File: config.mk
export PLATFORM = sky130hd
export DESIGN_NAME = distribute_feeder_seq
export DESIGN_NICKNAME = d
export VERILOG_FILES = /design/src/rtl/distribute_feeder_seq.sv
export SDC_FILE = /design/constraint.sdc
export NUM_CORES = 1
export LEC_CHECK = 0
export BUFFER_PORTS_ARGS = -buffer_cell sky130_fd_sc_hd__buf_2
export CAP_MARGIN = 40
export CORE_MARGIN = 1
export CORE_UTILIZATION = 57
export DETAILED_ROUTE_END_ITERATION = 10
export PLACE_DENSITY_LB_ADDON = 0.08
export SETUP_SLACK_MARGIN = 0.3
export SLEW_MARGIN = 15
export SYNTH_ARGS = -nofsm -noshare
export SYNTH_HDL_FRONTEND = slang
export SYNTH_SLANG_ARGS = --single-unit
export TNS_END_PERCENT = 20
File: constraint.sdc
create_clock -name clk -period 3.1 [get_ports clk]
set_input_delay 0 -clock clk [delete_from_list [all_inputs] [get_ports clk]]
set_output_delay 0 -clock clk [all_outputs]
set_load 0.02 [all_outputs]
File: src/rtl/distribute_feeder_seq.sv
// Circular FIFO feeding a distribute node, with a registered output stage that is frozen by i_hold.
// Optional macro DISTRIBUTE_FEEDER_DROP_NA_EN: accept but discard entries whose command is NA (all zero).
module distribute_feeder_seq #(
  parameter int unsigned DATA_WIDTH     = 32,
  parameter int unsigned COMMMAND_WIDTH = 2,
  parameter int unsigned FIFO_DEPTH     = 4
) (
  input  logic                         clk,
  input  logic                         rst_n,
  input  logic                         i_valid,
  input  logic [DATA_WIDTH-1:0]        i_data_bus,
  input  logic [COMMMAND_WIDTH-1:0]    i_cmd,
  output logic                         o_ready,
  input  logic                         i_hold,
  output logic                         o_valid,
  output logic [DATA_WIDTH-1:0]        o_data_bus,
  output logic [COMMMAND_WIDTH-1:0]    o_cmd,
  output logic                         o_en,
  output logic [$clog2(FIFO_DEPTH):0]  o_count
);

  localparam int unsigned PTR_W = $clog2(FIFO_DEPTH);
  localparam int unsigned CNT_W = PTR_W + 1;
  localparam int unsigned ENT_W = COMMMAND_WIDTH + DATA_WIDTH;

  logic [ENT_W-1:0] mem [FIFO_DEPTH];
  logic [PTR_W-1:0] wr_ptr;
  logic [PTR_W-1:0] rd_ptr;
  logic             accept;
  logic             store;
  logic             pop;

  // Ready decodes registered occupancy only, so no path from i_hold/i_valid
  assign o_ready = (o_count < CNT_W'(FIFO_DEPTH));
  assign o_en    = ~i_hold;
  assign accept  = i_valid & o_ready;
  assign pop     = ~i_hold & (o_count != '0);

`ifdef DISTRIBUTE_FEEDER_DROP_NA_EN
  assign store = accept & (i_cmd != '0);
`else
  assign store = accept;
`endif

  // Storage array carries no reset; occupancy decides what is meaningful
  always_ff @(posedge clk) begin
    if (store) begin
      mem[wr_ptr] <= {i_cmd, i_data_bus};
    end
  end

  // Pointers wrap naturally because the depth is a power of two
  always_ff @(posedge clk or negedge rst_n) begin
    if (!rst_n) begin
      wr_ptr  <= '0;
      rd_ptr  <= '0;
      o_count <= '0;
    end else begin
      if (store) begin
        wr_ptr <= wr_ptr + PTR_W'(1);
      end
      if (pop) begin
        rd_ptr <= rd_ptr + PTR_W'(1);
      end
      o_count <= o_count + CNT_W'(store) - CNT_W'(pop);
    end
  end

  // Output stage: load head, or a dummy when empty; hold freezes it
  always_ff @(posedge clk or negedge rst_n) begin
    if (!rst_n) begin
      o_valid    <= 1'b0;
      o_data_bus <= '0;
      o_cmd      <= '0;
    end else if (!i_hold) begin
      if (pop) begin
        o_valid               <= 1'b1;
        {o_cmd, o_data_bus}   <= mem[rd_ptr];
      end else begin
        o_valid    <= 1'b0;
        o_data_bus <= '0;
        o_cmd      <= '0;
      end
    end
  end

endmodule

==> summary.txt <==
Timing
  – Slew HR: 0.626
  – Worst slew pin tran: 0.561 ns
  – Final Hold Viols: 0
  – Final worst-path cycle share: 0.816
  – Min Clock Period, post-route: about 2.5 ns
  – Max-slew violations: 0
  – RSZ-0062 raised after global routing: no
  – Worst Skew: 0.00807 ns
  – Setup_tns: 0 ns
  – Fmax: 395 MHz
  – Final setup violation count: 0

Critical path
  – Startpoint types: flip-flop
  – Crit Path Max Fanout: 22
  – Crit end category: flip-flop
  – CP required: 3.44 ns
  – Crit Path Category: reg -> reg
  – Arr. time, crit path: 2.87 ns
  – Internal reg-to-reg setup slack: 0.57 ns
  – Reg2reg end: o_count[2]
  – R2R Path Start: o_count[2]
  – Worst r2r path cells: 9

Clocking
  – Clk sinks: about 180
  – Clock latency on the worst-skew pair: around 0.42 ns
  – CTS max path bufs: 2
  – H-Tree Depth: 4
  – CTS Root Cell: clkbuf_16
  – Num CTS Buffers: 17
  – Reg clk slew, reported paths: 0.06 ns
  – CTS tree: built
  – Post-cts resize count: 0
  – Post-CTS Setup Inserts: 0

Synth
  – Most frequent cell after synthesis: edfxtp_1
  – Sequential share of the synthesized area: 0.781
  – #FFs+latches synth: 178
  – Top cell type's share of synthesized area: 0.621
  – Cells after Synth: 293
  – Cell taking the most area after synthesis: edfxtp_1
  – Post-Syn Area: between 0.006 and 0.007 mm^2
  – Ranking of synthesized cells by area: edfxtp_1 (62%), dfrtp_1 (16%), mux4_2 (9.6%)
  – Syn avg cell area: 22.4 um^2
  – Number of enable flip-flop cells after synthesis: 136
  – Top_reg_cell synth: edfxtp_1
  – Share of synthesized registers carrying an async set or reset: 0.236
  – Synth Warn #: 0
  – Unique masters post-synth: 22
  – Post-synth top cells: edfxtp_1 (136), dfrtp_1 (42), a22o_1 (34), mux4_2 (28)
  – Post-Syn Nets: 338

Place
  – Gpl congestion: roughly 0.7
  – I/O Buffers: 77
  – Dpl hpwl: 6860 um

Pwr
  – Sw frac: 0.294
  – Flop pwr share: 0.466
  – Pwr dens: 909 mW/mm^2
  – Clk pwr share: 0.261
  – Worst vdd ir: 474 uV
  – Leak: 3.07 nW
  – Power Internal: between 5 and 6 mW
  – Comb pwr share: 0.273
  – Psw: 2.15 mW

Detailed routing
  – Starting DRT DRC Count: 183
  – Final wirelength: 11,700 um
  – Routed length per instance: about 20 um
  – Post-route DRC: 0
  – Via density: approximately 5.7
  – Initial DRT Pass Iterations: 4
  – ANT nets after route: 0
  – Vias post-DR: approximately 3,200

Floorplan
  – Initial Util: 0.596
  – Top-level port count: 78
  – Die H: about 110 um
  – Full die area: between 0.01 and 0.015 mm^2
  – Row cnt: 38
  – Total core area: 0.0110 mm^2
  – DIE WIDTH: roughly 110 um

Global routing
  – Total gr overflow: 0
  – Vias in the first global route: ~3,500
  – GRT Total Usage: 0.219
  – Initial antenna violation count: 0
  – First-pass GRT wire length: 18,300 um
  – Largest net degree at the start of global routing: 38

Final layout
  – Area grow syn2layout: 22.4%
  – Final net count: 464
  – Ant diodes: 0
  – Fraction of layout cells with a size suffix above 1: 0.343
  – Utilization after layout: 0.730

Job
  – Number of max-cap violations: 0

Hold path
  – Tightest Hold Check Type: in -> async

Status
  – Status: finished, final reports clean
-- stage by stage --
step | setup slack [ns] | cell area (um^2) | power, mW | hold WS (ns) | instances
after global placement | 0.598 | 7090 | 5.35 | 0.209 | 501
after detailed placement | 0.579 | 7160 | 5.46 | -0.0409 | 504
after floorplan | 0.807 | 6580 | 4.86 | -0.296 | 293
after global routing | 0.405 | 8050 | 7.68 | 0.0794 | 572
final | 0.571 | 8050 | 7.32 | 0.0512 | 572
after CTS | 0.557 | 8050 | 7.41 | 0.0507 | 572
-- how the worst max path moves through the flow --
stage / depth (start not counted) / slack, ns / startpoint / end
floorplan: 9 / 0.81 / o_count[2] / o_count[2]
global placement: 8 / 0.60 / o_count[1] / o_count[2]
detailed placement: 9 / 0.58 / o_count[2] / o_count[2]
CTS: 9 / 0.56 / o_count[2] / o_count[2]
global route: 9 / 0.40 / o_count[2] / o_count[2]
finish: 9 / 0.57 / o_count[2] / o_count[2]
-- final cells by class --
| class | instances | area (um^2) |
|---|---|---|
| clock buffer | 19 | 433 |
| clock inverter | 13 | 95.1 |
| fill | 682 | 2980 |
| inverter | 8 | 30.0 |
| multi-input combinational | 91 | 1300 |
| sequential | 178 | 5140 |
| tap | 140 | 175 |
| timing repair buffer | 123 | 878 |
-- registers in the layout (all words and copies together) (netlist names) --
name / cells
o_count: 3
mem: 136
rd_ptr: 2
o_valid: 1
wr_ptr: 2
o_data_bus: 32
o_cmd: 2
-- power by group through the flow --
stage	registers (mW)	logic, mW	clock network [mW]
global placement	3.51	1.84	0
detailed placement	3.47	2.00	0
CTS	3.42	2.04	1.94
floorplan	3.62	1.24	0
finish	3.41	2.00	1.91
global route	3.47	2.16	2.05
-- worst max-delay path, cell delays in order, from the launching register on --
cell     delay (ns)
dfrtp_1        0.41
nor3_1         0.41
nor2_4         0.19
buf_16         0.21
ha_1           0.28
inv_1          0.04
ha_1           0.18
fa_1           0.38
xnor2_1        0.21
xnor2_1        0.14
-- cells in the final DEF (no fill, tap or decap), drive strengths merged, types with 6 or more instances in the layout --
| cell | n |
|---|---|
| ha | 6 |
| dfrtp | 42 |
| clkinv | 11 |
| dlygate4sd3 | 36 |
| buf | 87 |
| mux4 | 34 |
| inv | 8 |
| clkbuf | 19 |
| a22o | 34 |
| edfxtp | 136 |
-- per-layer routing --
metal	up-vias	share of wire	track usage
met3	13	0.046	0.0522
met1	1673	0.42	0.278
met2	98	0.52	0.366
met5	-	0	0
li1	1448	-	-
met4	0	0.014	0.0905
-- repair_timing --
action | CTS | global route
hold buffers | 36 | 0
setup endpoints to repair | 0 | 0
endpoints found under the hold margin | 179 | 0
-- cells by family after synthesis --
| group | after synthesis | share of synthesized area |
|---|---|---|
| xor+xnor | 5 | 0.00666 |
| mux | 34 | 0.120 |
| flops | 178 | 0.781 |
| buf+inv | 24 | 0.0230 |
| simple gates | 9 | 0.00818 |
| compound gates | 36 | 0.0472 |
| fa+ha+maj | 7 | 0.0145 |
Power figures use the tool's default switching activity.
